<file path="config.mk">
export PLATFORM = sky130hd
export DESIGN_NAME = pipe_hazard_ctrl_flat
export DESIGN_NICKNAME = d
export VERILOG_FILES = /design/src/rtl/pipe_hazard_ctrl_pkg.sv /design/src/rtl/pipe_hazard_ctrl_if.sv /design/src/rtl/hazard_detect.sv /design/src/rtl/pipe_hazard_ctrl.sv /design/src/flat_wrapper.sv
export SDC_FILE = /design/constraint.sdc
export NUM_CORES = 1
export LEC_CHECK = 0
export CAP_MARGIN = 20
export CORE_ASPECT_RATIO = 1.25
export CORE_MARGIN = 2
export CORE_UTILIZATION = 51
export DETAILED_ROUTE_END_ITERATION = 10
export HOLD_SLACK_MARGIN = 0.12
export PLACE_DENSITY = 0.82
export SLEW_MARGIN = 20
export SYNTH_ARGS = -nofsm -noshare
export SYNTH_HDL_FRONTEND = slang
export SYNTH_HIERARCHICAL = 1
export SYNTH_SLANG_ARGS = --single-unit
export TNS_END_PERCENT = 10
</file>
<file path="constraint.sdc">
create_clock -name clk -period 5 [get_ports clk]
set_input_delay 1.5 -clock clk [delete_from_list [all_inputs] [get_ports clk]]
set_output_delay 1.5 -clock clk [all_outputs]
set_load 0.01 [all_outputs]
</file>
<file path="src/rtl/pipe_hazard_ctrl_pkg.sv">
// Shared pipeline definitions: controller state encoding, default memory timeout
// and common field widths.
package pipe_hazard_ctrl_pkg;

    typedef enum logic [1:0] {
        RUN      = 2'd0,
        MEM_WAIT = 2'd1,
        HALT     = 2'd2
    } pipe_state_t;

    localparam int unsigned TIMEOUT_DEFAULT = 255;
    localparam int          REG_W           = 3;
    localparam int          WAIT_W          = 8;
    localparam int          CNT_W           = 16;

    function automatic logic [CNT_W-1:0] sat_inc(input logic [CNT_W-1:0] value);
        return (value == {CNT_W{1'b1}}) ? value : value + 1'b1;
    endfunction

endpackage

</file>
<file path="src/rtl/pipe_hazard_ctrl_if.sv">
// Data-memory request/complete handshake between the hazard controller and the memory.
interface pipe_hazard_ctrl_if;
    logic mem_req;
    logic mem_done;

    modport master (output mem_req, input mem_done);
    modport slave  (input mem_req, output mem_done);
endinterface

</file>
<file path="src/rtl/hazard_detect.sv">
// Load-use comparator: flags an ID-stage source that needs the result of a load in EX.
module hazard_detect
    import pipe_hazard_ctrl_pkg::*;
(
    input  logic             memRead_EX,
    input  logic             regWrite_EX,
    input  logic [REG_W-1:0] writeReg_EX,
    input  logic [REG_W-1:0] Rs_ID,
    input  logic [REG_W-1:0] Rt_ID,
    input  logic             rs_used_ID,
    input  logic             rt_used_ID,
    output logic             load_use
);

    logic [1:0]       src_used;
    logic [REG_W-1:0] src_reg [2];
    logic [1:0]       src_hit;

    assign src_used   = {rt_used_ID, rs_used_ID};
    assign src_reg[0] = Rs_ID;
    assign src_reg[1] = Rt_ID;

    genvar gi;
    generate
        for (gi = 0; gi < 2; gi++) begin : g_src
            assign src_hit[gi] = src_used[gi] && (src_reg[gi] == writeReg_EX);
        end
    endgenerate

    assign load_use = memRead_EX && regWrite_EX && (|src_hit);

endmodule

</file>
<file path="src/rtl/pipe_hazard_ctrl.sv">
// Pipeline hazard controller: load-use stall, branch flush, data-memory wait/timeout FSM,
// sticky halt and error flags, and a saturating stalled-cycle counter.
module pipe_hazard_ctrl
    import pipe_hazard_ctrl_pkg::*;
#(
    parameter int unsigned TIMEOUT = TIMEOUT_DEFAULT
) (
    input  logic                  clk,
    input  logic                  rst,
    input  logic                  memRead_EX,
    input  logic                  regWrite_EX,
    input  logic [REG_W-1:0]      writeReg_EX,
    input  logic [REG_W-1:0]      Rs_ID,
    input  logic [REG_W-1:0]      Rt_ID,
    input  logic                  rs_used_ID,
    input  logic                  rt_used_ID,
    input  logic                  branch_taken_EX,
    input  logic                  memRead_MEM,
    input  logic                  memWrite_MEM,
    input  logic                  halt_MEM,
    pipe_hazard_ctrl_if.master    mem_if,
    output logic                  stall,
    output logic                  takeBranch,
    output logic                  mem_stall,
    output logic                  halted,
    output logic                  mem_err,
    output logic [CNT_W-1:0]      stall_count
);

    localparam logic [WAIT_W:0] TIMEOUT_CMP = (WAIT_W+1)'(TIMEOUT);

    pipe_state_t       state_reg;
    logic [WAIT_W-1:0] wait_cnt_reg;
    logic              halted_reg;
    logic              mem_err_reg;
    logic [CNT_W-1:0]  stall_count_reg;

    logic load_use;
    logic mem_access;
    logic wait_last;
    logic mem_req_int;
    logic mem_stall_int;
    logic take_branch_int;
    logic stall_int;

    hazard_detect u_hazard_detect (
        .memRead_EX  (memRead_EX),
        .regWrite_EX (regWrite_EX),
        .writeReg_EX (writeReg_EX),
        .Rs_ID       (Rs_ID),
        .Rt_ID       (Rt_ID),
        .rs_used_ID  (rs_used_ID),
        .rt_used_ID  (rt_used_ID),
        .load_use    (load_use)
    );

    assign mem_access = memRead_MEM | memWrite_MEM;
    // True on the MEM_WAIT cycle that brings the wait count up to TIMEOUT.
    assign wait_last  = ({1'b0, wait_cnt_reg} + 1'b1) == TIMEOUT_CMP;

    // Every control output is forced low while reset is held, even if the
    // MEM-stage inputs still show an access.
    always_comb begin
        mem_req_int     = rst && (((state_reg == RUN) && mem_access) || (state_reg == MEM_WAIT));
        mem_stall_int   = rst && ((mem_req_int && !mem_if.mem_done) || (state_reg == HALT));
        take_branch_int = rst && branch_taken_EX && !mem_stall_int;
        stall_int       = rst && load_use && !branch_taken_EX && !mem_stall_int;
    end

    assign mem_if.mem_req = mem_req_int;
    assign mem_stall      = mem_stall_int;
    assign takeBranch     = take_branch_int;
    assign stall          = stall_int;
    assign halted         = halted_reg;
    assign mem_err        = mem_err_reg;
    assign stall_count    = stall_count_reg;

    always_ff @(posedge clk or negedge rst) begin
        if (!rst) begin
            state_reg       <= RUN;
            wait_cnt_reg    <= '0;
            halted_reg      <= 1'b0;
            mem_err_reg     <= 1'b0;
            stall_count_reg <= '0;
        end else begin
            if ((stall_int || mem_stall_int) && (state_reg != HALT)) begin
                stall_count_reg <= sat_inc(stall_count_reg);
            end

            unique case (state_reg)
                RUN: begin
                    // A pending access wins over halt so the access completes first.
                    if (mem_access && !mem_if.mem_done) begin
                        state_reg    <= MEM_WAIT;
                        wait_cnt_reg <= '0;
                    end else if (halt_MEM && !mem_stall_int) begin
                        state_reg  <= HALT;
                        halted_reg <= 1'b1;
                    end
                end
                MEM_WAIT: begin
                    if (mem_if.mem_done) begin
                        state_reg <= RUN;
                    end else if (wait_last) begin
                        state_reg   <= RUN;
                        mem_err_reg <= 1'b1;
                    end else begin
                        wait_cnt_reg <= wait_cnt_reg + 1'b1;
                    end
                end
                HALT: begin
                    state_reg <= HALT;
                end
                default: begin
                    state_reg <= RUN;
                end
            endcase
        end
    end

endmodule

</file>
<file path="src/flat_wrapper.sv">
// flat-port wrapper written by rule: the top's interface ports become plain ports
module pipe_hazard_ctrl_flat import pipe_hazard_ctrl_pkg::*;
#(
    parameter int unsigned TIMEOUT = TIMEOUT_DEFAULT
)
  (clk, rst, memRead_EX, regWrite_EX, writeReg_EX, Rs_ID, Rt_ID, rs_used_ID, rt_used_ID, branch_taken_EX, memRead_MEM, memWrite_MEM, halt_MEM, stall, takeBranch, mem_stall, halted, mem_err, stall_count, mem_if_mem_req, mem_if_mem_done);
  pipe_hazard_ctrl_if mem_if_i ();
  input  logic clk;
  input  logic rst;
  input  logic memRead_EX;
  input  logic regWrite_EX;
  input  logic [REG_W-1:0] writeReg_EX;
  input  logic [REG_W-1:0] Rs_ID;
  input  logic [REG_W-1:0] Rt_ID;
  input  logic rs_used_ID;
  input  logic rt_used_ID;
  input  logic branch_taken_EX;
  input  logic memRead_MEM;
  input  logic memWrite_MEM;
  input  logic halt_MEM;
  output logic stall;
  output logic takeBranch;
  output logic mem_stall;
  output logic halted;
  output logic mem_err;
  output logic [CNT_W-1:0] stall_count;
  output wire logic [$bits(mem_if_i.mem_req)-1:0] mem_if_mem_req;
  input wire logic [$bits(mem_if_i.mem_done)-1:0] mem_if_mem_done;
  assign mem_if_mem_req = mem_if_i.mem_req;
  assign mem_if_i.mem_done = mem_if_mem_done;
  pipe_hazard_ctrl #(.TIMEOUT(TIMEOUT)) u_core (.clk(clk), .rst(rst), .memRead_EX(memRead_EX), .regWrite_EX(regWrite_EX), .writeReg_EX(writeReg_EX), .Rs_ID(Rs_ID), .Rt_ID(Rt_ID), .rs_used_ID(rs_used_ID), .rt_used_ID(rt_used_ID), .branch_taken_EX(branch_taken_EX), .memRead_MEM(memRead_MEM), .memWrite_MEM(memWrite_MEM), .halt_MEM(halt_MEM), .mem_if(mem_if_i), .stall(stall), .takeBranch(takeBranch), .mem_stall(mem_stall), .halted(halted), .mem_err(mem_err), .stall_count(stall_count));
endmodule
</file>
-- Word-level counts from Yosys, hierarchy flattened
Index checks and enable logic that the tools add are counted.
- register bits: 28
- input bits: 20
- output and inout port bits: 22
- word-level logic and storage cells: 63
- add/subtract/negate cells: 3
- eq/ne operators: 12
- mux-type cells: 9
- bitwise operators: 4
- reductions and logical operators: 30
- operator list (kind ; count):
    8-bit two-way mux ; 3
    16-bit by 1-bit adder with 16-bit output (second input constant) ; 1
    16-bit equality test (second input constant) ; 1
    1-bit logical AND ; 16
    8-bit one-hot mux with 2 select lines ; 1
    8-bit by 1-bit adder with 9-bit output (second input constant) ; 1
    9-bit by 8-bit equality test with 1-bit output (second input constant) ; 1
    8-bit by 1-bit adder with 8-bit output (second input constant) ; 1
    2-bit two-way mux ; 4
    2-bit != test (second input constant) ; 4
    3-bit equality test ; 2
    2-bit one-hot mux with 3 select lines ; 1
    3-bit AND reduction ; 2
    2-bit AND reduction ; 2
    4-bit AND reduction ; 1
    1-bit logical NOT ; 3
    1-bit logical OR ; 3
    3-bit by 2-bit != test with 1-bit output (second input constant) ; 1
    3-bit != test (second input constant) ; 1
    1-bit inverter ; 3
    2-bit by 1-bit equality test with 1-bit output (second input constant) ; 1
    2-bit equality test (second input constant) ; 1
    2-bit logical NOT ; 1
    2-bit nonzero test ; 1
    2 further kinds ; 2

-- Depth between registers and ports, before layout
Gate-level depths: netlist of the first run.
- depth in word-level cells: 12
- gate-level depth with buffers: 9
- mapped depth without buffers: 8

-- Cells and area by module
Netlist of the first run, hierarchy kept.
- by module, submodules not included (module ; instances ; cells each ; area an instance (µm²) ; seq. area each (µm²)):
    pipe_hazard_ctrl ; 1 ; 168 ; 1627.8 ; 700.7
    hazard_detect ; 1 ; 10 ; 73.8 ; 0.0

-- Worst setup path after synthesis of the first run
Ideal clock, no wire load.
- kind: in2out
- start point: input memWrite_MEM
- end point: output stall
- data arrival time: 2210 ps
- required time: 3500 ps
- setup slack: 1290 ps
- stages: 5
- path buffers: 0
- cell sequence: nor3_1 -> nor3_1 -> nor2_1 -> nand2_1 -> nor2_1
- cells in the longest elaborated chain, start to end: 9
- RTL lines (element ; RTL line ; text):
    start: declaration ; flat_wrapper.sv:19 ; input logic memWrite_MEM;
    1-bit bitwise OR ; pipe_hazard_ctrl.sv:57 ; assign mem_access = memRead_MEM | memWrite_MEM;
    1-bit logical AND ; pipe_hazard_ctrl.sv:64 ; mem_req_int = rst && (((state_reg == RUN) && mem_access) || (state_reg == MEM_WAIT));
    1-bit logical OR ; pipe_hazard_ctrl.sv:64 ;
    1-bit logical AND ; pipe_hazard_ctrl.sv:64 ;
    1-bit logical AND ; pipe_hazard_ctrl.sv:65 ; mem_stall_int = rst && ((mem_req_int && !mem_if.mem_done) || (state_reg == HALT));
    1-bit logical OR ; pipe_hazard_ctrl.sv:65 ;
    1-bit logical AND ; pipe_hazard_ctrl.sv:65 ;
    1-bit logical NOT ; pipe_hazard_ctrl.sv:67 ; stall_int = rst && load_use && !branch_taken_EX && !mem_stall_int;
    1-bit logical AND ; pipe_hazard_ctrl.sv:67 ;
    end: declaration ; flat_wrapper.sv:21 ; output logic stall;
No other way between the ends.

-- Worst setup path after layout of the first run
Ends and elaborated chain as after synthesis.

==> results of run 1 <==
==> Yosys cell counts (2+ instances only) <==
cell type / n
nand3_1: 10
nor4_4: 2
nor2_1: 14
xnor2_1: 12
o21ai_1: 3
o31ai_1: 4
nand4_1: 6
nor2b_1: 6
nor4_1: 5
or4_1: 3
inv_1: 12
inv_2: 2
o221ai_2: 2
nand2_1: 11
o211ai_2: 2
dfrtp_1: 28
o22ai_1: 2
ha_1: 3
a31oi_1: 2
and3_1: 4
a21oi_1: 2
o21ai_0: 3
nand2b_1: 4
nor3_1: 9
xor2_1: 10
==> per-layer routing <==
layer | routed length, um | global-route usage (%) | share of wire, %
met4 | 80 | 10.4 | 2.1
met1 | 1480 | 24.6 | 40
met2 | 2080 | 41.2 | 56
met5 | 0 | 0 | 0
met3 | 89 | 2.80 | 2.4
==> cell families after synthesis <==
kind of cell | Yosys count | synth area share (%)
multiplexers | 2 | 1.25
AO/OA/AOI/OAI | 25 | 12.2
AND/OR/NAND/NOR | 81 | 27.4
XOR/XNOR | 22 | 11.3
buffers and inverters | 17 | 4.49
flip-flops | 28 | 41.2
adder cells (fa/ha/maj) | 3 | 2.21
==> worst paths after layout <==
kind,startpoint,end,slack (ns),cells after the start
max in group asynchronous,rst,u_core/stall_count[11],2.97,2
max,memWrite_MEM,stall,0.32,7
max reg2reg,u_core/wait_cnt_reg[0],u_core/wait_cnt_reg[4],2.66,7
min in group asynchronous,rst,u_core/wait_cnt_reg[7],1.75,2
min,u_core/halted,u_core/halted,0.47,2
min reg2reg,u_core/halted,u_core/halted,0.47,2
==> area by class of cell <==
type / instances / area share, %
multi-input cells: 133 / 41.8
flip-flops and latches: 28 / 31.7
repair buffers: 42 / 18.9
inverters: 14 / 2.37
well taps: 37 / 2.09
clock buffers: 3 / 1.87
clock inverters: 1 / 1.36
==> through the flow <==
| stage | setup slack, ns | hold slack, ns | area (um^2) | utilization [%] | total power (W) |
|---|---|---|---|---|---|
| detailed placement | 0.315 | 0.454 | 2140 | 67.1 | 0.000624 |
| global placement | 0.366 | 0.449 | 2140 | 67.1 | 0.000603 |
| global route | 0.143 | 0.490 | 2210 | 69.3 | 0.000851 |
| CTS | 0.312 | 0.476 | 2210 | 69.3 | 0.000801 |
| floorplan | 1.29 | 0.491 | 1700 | - | 0.000520 |
| finish | 0.318 | 0.469 | 2210 | 69.3 | 0.000794 |
==> power groups by stage <==
stage          logic [W]  clock network [W]  registers, W
2_1_floorplan   0.000180                  0      0.000340
3_5_place_dp    0.000269                  0      0.000355
3_3_place_gp    0.000255                  0      0.000348
4_1_cts         0.000270           0.000180      0.000351
6_report        0.000268           0.000175      0.000351
5_1_grt         0.000298           0.000190      0.000363
==> critical path: stages <==
cell and delay [ns]:
clkdlybuf4s50_1 0.42, nor3_1 0.30, nor3_1 0.08, nor2_1 0.17, nand2_1 0.07, nor2_1 0.10
clkdlybuf4s50_1 0.54
==> metrics.md, run 1 <==
| Metric | Value |
|---|---|
| Worst EP arrival | 3.18 ns |
| Layout cells sized above 1 | 8.14% |
| Register bit total from synthesis | 28 |
| Unrepaired setup endpoints after global routing | no |
| Setup bufs post-CTS | 0 |
| Cell Area, Synth | 1700 um^2 |
| Vias in the first global route | ~1500 |
| TritonCTS clock tree | built |
| CTS HTree Levels | 1 |
| Core area | 3190 um^2 |
| Syn_area_per_cell | 9.56 um^2 |
| Initial core utilization | 53.3% |
| Max-cap violation count | 0 |
| Cts bufs inserted | 3 |
| Area share of the largest cell type after synthesis | 41.2% |
| Hold buffer count at cts | 0 |
| Post-DP HPWL | 2960 um |
| Most common cell after layout, fill and taps aside | clkdlybuf4s50_1 |
| Max Clock Skew | 0.00845 ns |
| Via count | 1457 |
| Min Tclk post-route | 4.68 ns |
| Syn Nets | roughly 200 |
| # rows | 23 |
| PortBufs | 41 |
| Final Setup Violations | 0 |
| Peak supply drop | roughly 0.00030 V |
| Multi-input logic area | 925 um^2 |
| Die Area | 3820 um^2 |
| Max Slew Vio Count | 0 |
| Register area | 701 um^2 |
| Largest net degree at the start of global routing | 31 |
| Layout Cells excl Fill | 258 |
| Max Clk Rate | 214 MHz |
| Combinational share of power | 33.7% |
| DRC Markers | 0 |
| CP Capture Type | output pin |
| Max reg flops | 16 |
| Psw | 0.000286 W |
| Commonest non-fill, non-tap cells in the layout | clkdlybuf4s50_1 (41), dfrtp_1 (28), nor2_1 (14) |
| Post-synthesis cell count | 178 |
| GRT Total Usage | 21.8% |
| Antenna violations before repair | 0 |
| Syn-to-layout area delta | 30.1% |
| Status | completed |
| Nets@finish | 245 |
| Number of flops mapped to enable cells by yosys | 0 |
| Clock Power Share | 22.1% |
| Leakage | a little over 0.9 nW |
| Routability cong. | between 0.7 and 0.8 |
| Longest Clk Path Bufs | 2 |
| Hold WC Path Type | reg2reg |
| Setup_tns | 0 ns |
| DR WL/cell | 14.4 um |
| Worst-path clk slew | roughly 0.090 ns |
| Total wire length | between 3000 and 4000 um |
| CTS resizes | 0 |
| CP required | around 3.5 ns |
| Die Wd | around 56 um |
| Ant diodes | 0 |
| Flop pwr share | 44.2% |
| First-pass GRT wire length | approximately 6600 um |
| # fillers | 247 |
| Worst-Margin Slew | between 0.9 and 1 ns |
| Gr ovfl total | 0 |
| Endpoints failing hold | 0 |
| Clock root cell | clkbuf_8 |
| Asr flop ratio synth | 100% |
| Vias per cell | 5.65 |
| Post-synth top area cell | dfrtp_1 |
| Seq/Total Area, Yosys | between 40 and 50% |
| Io pins | 42 |
| Unique masters post-synth | 42 |
| Antenna Nets Post-Route | 0 |
| Sw Ratio | 36.0% |
| Synth area leaders | dfrtp_1 (41%), xnor2_1 (6.2%), xor2_1 (5.1%), nor2_1 (3.1%), nand3_1 (2.9%) |
| Period utilization | 93.6% |
| Sink Count | 28 |
| CP Launch Type | primary input |
| Die Y | 68.6 um |
| First-pass DRT Iterations | 4 |
| Crit-path max FO | 3 |
| Slew headroom | 39.4% |
| Critical path type | in2out |
| Pwr dens | 359 nW/um^2 |
| YS warnings | 6 |
| Synth Flop Type | dfrtp_1 |
| Worst-skew pair later-pin latency | 0.27 ns |
| Drt initial violations | 69 |
| P_int | 0.000508 W |
| Placed cell count | between 200 and 300 |
No activity file was read; power rests on OpenSTA's default activity.
==> run 2: changes to the inputs <==
- CORE_MARGIN: 2 -> unset
- CORE_UTILIZATION: 51 -> 49
- PLACE_DENSITY: 0.82 -> 0.79
- SKIP_CTS_REPAIR_TIMING: unset -> 1
- clock period: 5 -> 4.7 ns (I/O delays scaled with it)
==> metrics.md, run 2 (synthesis gave the netlist of run 1 again) <==
| Metric | Value |
|---|---|
| Longest Clk Path Bufs | 2 |
| Max-cap violation count | 0 |
| Vias per cell | 5.76 |
| First-pass GRT wire length | 6510 um |
| Unrepaired setup endpoints after global routing | no |
| Hold WS | 0.474 ns |
| Most common cell after layout, fill and taps aside | clkdlybuf4s50_1 |
| Die Y | ~68 um |
| Drt initial violations | 36 |
| Fin area | 2200 um^2 |
| Worst setup margin | 0.158 ns |
| Ant diodes | 0 |
| Peak supply drop | 0.000275 V |
| CP startpoint | memWrite_MEM |
| Max Clock Skew | 0.00191 ns |
| Pwr dens | 366 nW/um^2 |
| Die Area | 3710 um^2 |
| Nets@finish | 245 |
| TritonCTS clock tree | built |
| CTS HTree Levels | 1 |
| First-pass DRT Iterations | 6 |
| Endpoints failing hold | 0 |
| Clock root cell | clkbuf_8 |
| Post-DP HPWL | 2950 um |
| CP required | between 3 and 4 ns |
| Max reg flops | 16 |
| Cts bufs inserted | 3 |
| Worst EP arrival | 3.13 ns |
| Io pins | 42 |
| Worst-skew pair later-pin latency | 0.27 ns |
| Sink Count | 28 |
| Final Setup Violations | 0 |
| Via count | between 1000 and 1500 |
| Core area | 3250 um^2 |
| Initial core utilization | a little over half |
| Max Slew Vio Count | 0 |
| Routability cong. | roughly 0.83 |
| Largest net degree at the start of global routing | 30 |
| Final core utilization | 67.6% |
| Critical path type | in2out |
| Post-Place Cell Area | 2140 um^2 |
| Setup_tns | 0 ns |
| Period utilization | between 90% and 100% |
| Register area | around 700 um^2 |
| Reg2Reg Setup Slack | 2.34 ns |
| Syn-to-layout area delta | 29.1% |
| Status | completed |
| Worst-Margin Slew | ~0.9 ns |
| Layout cells sized above 1 | approximately 8.1% |
| DR WL/cell | 14.9 um |
| Hold WC Path Type | reg2reg |
| Critical path destination | stall |
| # fillers | ~270 |
| Leakage | 0.923 nW |
| Worst-path clk slew | 0.09 ns |
| Worst R2R Start | u_core/wait_cnt_reg[0] |
| Die Wd | ~55 um |
| CP Launch Type | primary input |
| Antenna violations before repair | 0 |
| Gr ovfl total | 0 |
| Vias in the first global route | about 1500 |
| Min Tclk post-route | 4.54 ns |
| CP Capture Type | output pin |
| Total wire length | 3840 um |
| Max Clk Rate | 220 MHz |
| GRT Total Usage | 24.2% |
| R2R depth | 7 |
| # rows | 23 |
| RR Endpoint | u_core/wait_cnt_reg[3] |
| Commonest non-fill, non-tap cells in the layout | clkdlybuf4s50_1 (41), dfrtp_1 (28), nor2_1 (14) |
| DRC Markers | 0 |
| Multi-input logic area | 925 um^2 |
| Crit-path max FO | 3 |
| Worst slack, placed | between 0.15 and 0.2 ns |
| Antenna Nets Post-Route | 0 |
| Slew headroom | 40.8% |
| PortBufs | 41 |
[run 2: changes by cell type in the layout (fill, tap and decap cells not counted), sizes merged]
cell	previous run	this run
bufinv	1	0
clkbuf	3	4
[run 2: critical path, cell delays in order]
cell and delay [ns]:
clkdlybuf4s50_1 0.42, nor3_1 0.30, nor3_1 0.08, nor2_1 0.18
nand2_1 0.08, nor2_1 0.12, clkdlybuf4s50_1 0.55
[run 2: worst min path at each step]
| stage | from | endpoint | slack [ns] | cells after the start |
|---|---|---|---|---|
| after floorplan | u_core/state_reg[0] | u_core/state_reg[1] | 0.49 | 1 |
| after global placement | u_core/halted | u_core/halted | 0.45 | 2 |
| after detailed placement | u_core/mem_err | u_core/mem_err | 0.46 | 2 |
| after CTS | u_core/mem_err | u_core/mem_err | 0.48 | 2 |
| after global routing | u_core/halted | u_core/halted | 0.52 | 2 |
| final | u_core/mem_err | u_core/mem_err | 0.47 | 2 |
[run 2: per-stage QoR]
| stage | cells | total power [W] |
|---|---|---|
| global route | 258 | 0.000866 |
| global placement | 254 | 0.000645 |
| detailed placement | 254 | 0.000660 |
| CTS | 258 | 0.000811 |
| floorplan | 178 | 0.000554 |
| finish | 258 | 0.000804 |
[run 2: final cells by class]
type	count	area share, %
Multi-Input combinational cell	133	42.1
Tap cell	37	2.11
Clock buffer	4	2.51
Timing Repair Buffer	42	19.0
Sequential cell	28	31.9
Inverter	14	2.39
[run 2: power breakdown]
| part | total (W) | switching [W] | internal (W) |
|---|---|---|---|
| sequential | 0.000371 | 0.0000798 | 0.000291 |
| clock | 0.000148 | 0.0000730 | 0.0000750 |
| combinational | 0.000285 | 0.000151 | 0.000134 |
[run 2: per-layer routing]
| metal | up-vias | global-route usage (%) | routed length [um] |
|---|---|---|---|
| met5 | - | 0 | 0 |
| met4 | 0 | 10.3 | 44 |
| met3 | 5 | 4.22 | 103 |
| met2 | 29 | 43.7 | 2170 |
| met1 | 732 | 26.9 | 1520 |
| li1 | 720 | - | - |
==> run 3: changes to the inputs <==
- ABC_AREA: unset -> 1
- CORE_UTILIZATION: 49 -> 51
- PLACE_DENSITY: 0.79 -> 0.8
==> metrics.md, run 3 <==
| Metric | Value |
|---|---|
| CP Launch Type | primary input |
| Number of flops mapped to enable cells by yosys | 0 |
| Cts bufs inserted | 3 |
| Clock root cell | clkbuf_8 |
| Peak supply drop | 0.000247 V |
| Antenna Nets Post-Route | 0 |
| Sink Count | 28 |
| CP required | 3.29 ns |
| Commonest non-fill, non-tap cells in the layout | nand2_1 (93), clkdlybuf4s50_1 (40), nand3_1 (35) |
| WL met3 | 135 um |
| Gr ovfl total | 0 |
| Largest net degree at the start of global routing | 19 |
| Die Y | 71.0 um |
| Synth area leaders | dfrtp_1 (36%), nand2_1 (18%), nand3_1 (9.0%), inv_1 (5.6%), nor2_1 (4.8%) |
| CP Capture Type | output pin |
| Cell Area, Synth | a little under 2000 um^2 |
| First-pass DRT Iterations | 7 |
| Leakage | 1.17 nW |
| Syn-to-layout area delta | 26.0% |
| Register area | roughly 700 um^2 |
| Vias in the first global route | around 1800 |
| Core area | 3570 um^2 |
| DRC Markers | 1 |
| Max-cap violation count | 0 |
| Post-DP HPWL | between 3000 and 4000 um |
| Failing checks | DRC |
| Via count | 1854 |
| Met1 Routed Length | roughly 1800 um |
| Max Slew Vio Count | 0 |
| Most instantiated cells after synthesis | nand2_1 (93), nand3_1 (35), inv_1 (29) |
| Post-synthesis cell count | 275 |
| Setup_tns | 0 ns |
| Syn Nets | about 300 |
| Worst EP arrival | around 3.0 ns |
| Multi-input logic area | 1100 um^2 |
| # fillers | 317 |
| Hold WC Path Type | reg2reg |
| Initial core utilization | a little over half |
| Critical path type | in2out |
| Layout cells sized above 1 | 10.3% |
| Met2 WL | 2240 um |
| Most common cell in the netlist | nand2_1 |
| Total wire length | 4260 um |
| CTS HTree Levels | 1 |
| TritonCTS clock tree | built |
| Longest Clk Path Bufs | 2 |
| Post-Place Cell Area | roughly 2400 um^2 |
| Worst-skew pair later-pin latency | 0.28 ns |
| Period utilization | 93.8% |
| # rows | 24 |
| Routability cong. | about 0.86 |
| Unique masters post-synth | 27 |
| Unrepaired setup endpoints after global routing | no |
| YS warnings | 6 |
| Area share of the largest cell type after synthesis | 36.1% |
| Post-synth top area cell | dfrtp_1 |
| Register bit total from synthesis | 28 |
| Synth Flop Type | dfrtp_1 |
| Io pins | 42 |
| Die Area | 4060 um^2 |
| Fin area | 2450 um^2 |
| Ant diodes | 0 |
| Highest Signal Layer | met4 |
| Status | finished, violations left |
| Syn_area_per_cell | 7.07 um^2 |
| Tot Pwr | 0.000750 W |
| Drt initial violations | just under 60 |
| Worst-Margin Slew | 0.671 ns |
| GRT Total Usage | 22.8% |
| Worst-path clk slew | around 0.09 ns |
| Vias per cell | 5.18 |
| Endpoints failing hold | 0 |
| Final Setup Violations | 0 |
| Min Tclk post-route | around 4.4 ns |
| Slew headroom | between 50% and 60% |
| DR WL/cell | 11.9 um |
| First-pass GRT wire length | 7360 um |
| Max Clock Skew | around 0.0075 ns |
| PortBufs | 41 |
| Crit-path max FO | 6 |
| Pwr dens | 306 nW/um^2 |
| Nets@finish | 343 |
| Antenna violations before repair | 0 |
| Seq/Total Area, Yosys | a little over a third |
| Asr flop ratio synth | 100% |
| Most common cell after layout, fill and taps aside | nand2_1 |
| Max Clk Rate | 227 MHz |
| Die Wd | 57.2 um |
| Max reg flops | 16 |
==> run 3: cell types whose count changed in the layout (fill, tap and decap cells not counted), moves of 6 or more <==
cell | before | now
inv_1 | 12 | 29
nand2_1 | 11 | 93
nand3_1 | 10 | 35
nor2_1 | 14 | 25
nor2_2 | 0 | 8
nor2b_1 | 6 | 0
xnor2_1 | 12 | 4
==> run 3: cell type report <==
cell class | instances | share of cell area (%)
Timing Repair Buffer | 44 | 17.8
Clock buffer | 4 | 2.25
Inverter | 30 | 4.60
Multi-Input combinational cell | 213 | 44.8
Sequential cell | 28 | 28.6
Tap cell | 39 | 1.99
==> run 3: critical path, stage by stage <==
cell and delay, ns:
clkdlybuf4s50_1 0.61, nand4_1 0.16, nand2_2 0.10, nand2_1 0.11, inv_1 0.07, clkdlybuf4s50_1 0.54
==> run 3: where the power goes <==
part	leakage, nW	total (W)	switching [W]	internal, W
sequential	0.378	0.000312	0.0000392	0.000273
combinational	0.767	0.000287	0.000171	0.000117
clock	0.0288	0.000150	0.0000748	0.0000750
==> run 3: stage by stage <==
stage	hold slack [ns]	setup slack [ns]	instances	utilization, %
2_1_floorplan	0.492	1.21	275	-
3_3_place_gp	0.457	0.196	354	66.9
3_5_place_dp	0.461	0.159	354	66.9
4_1_cts	0.483	0.156	358	68.5
5_1_grt	0.500	0.207	358	68.5
6_report	0.486	0.293	358	68.5
==> run 3: worst paths after layout <==
path,from,to,slack [ns],cells past startpoint
min in group asynchronous,rst,u_core/stall_count[3],1.61,2
max reg2reg,u_core/stall_count[0],u_core/stall_count[2],2.57,9
min reg2reg,u_core/halted,u_core/halted,0.49,1
max in group asynchronous,rst,u_core/stall_count[15],2.83,2
max,rst,mem_stall,0.29,6
min,u_core/halted,u_core/halted,0.49,1
==> run 3: kinds of logic after synthesis <==
family / after synthesis / share of synthesized area (%)
AO/OA/AOI/OAI: 7 / 2.83
flip-flops: 28 / 36.1
AND/OR/NAND/NOR: 190 / 45.8
XOR/XNOR: 13 / 5.86
adder cells (fa/ha/maj): 3 / 1.93
buffers and inverters: 34 / 7.53
==> run 3: layer usage <==
metal / GRT usage [%] / vias to the layer above
li1: - / 957
met1: 25.7 / 852
met2: 43.0 / 38
met3: 2.56 / 7
met4: 8.94 / 0
met5: 0 / -
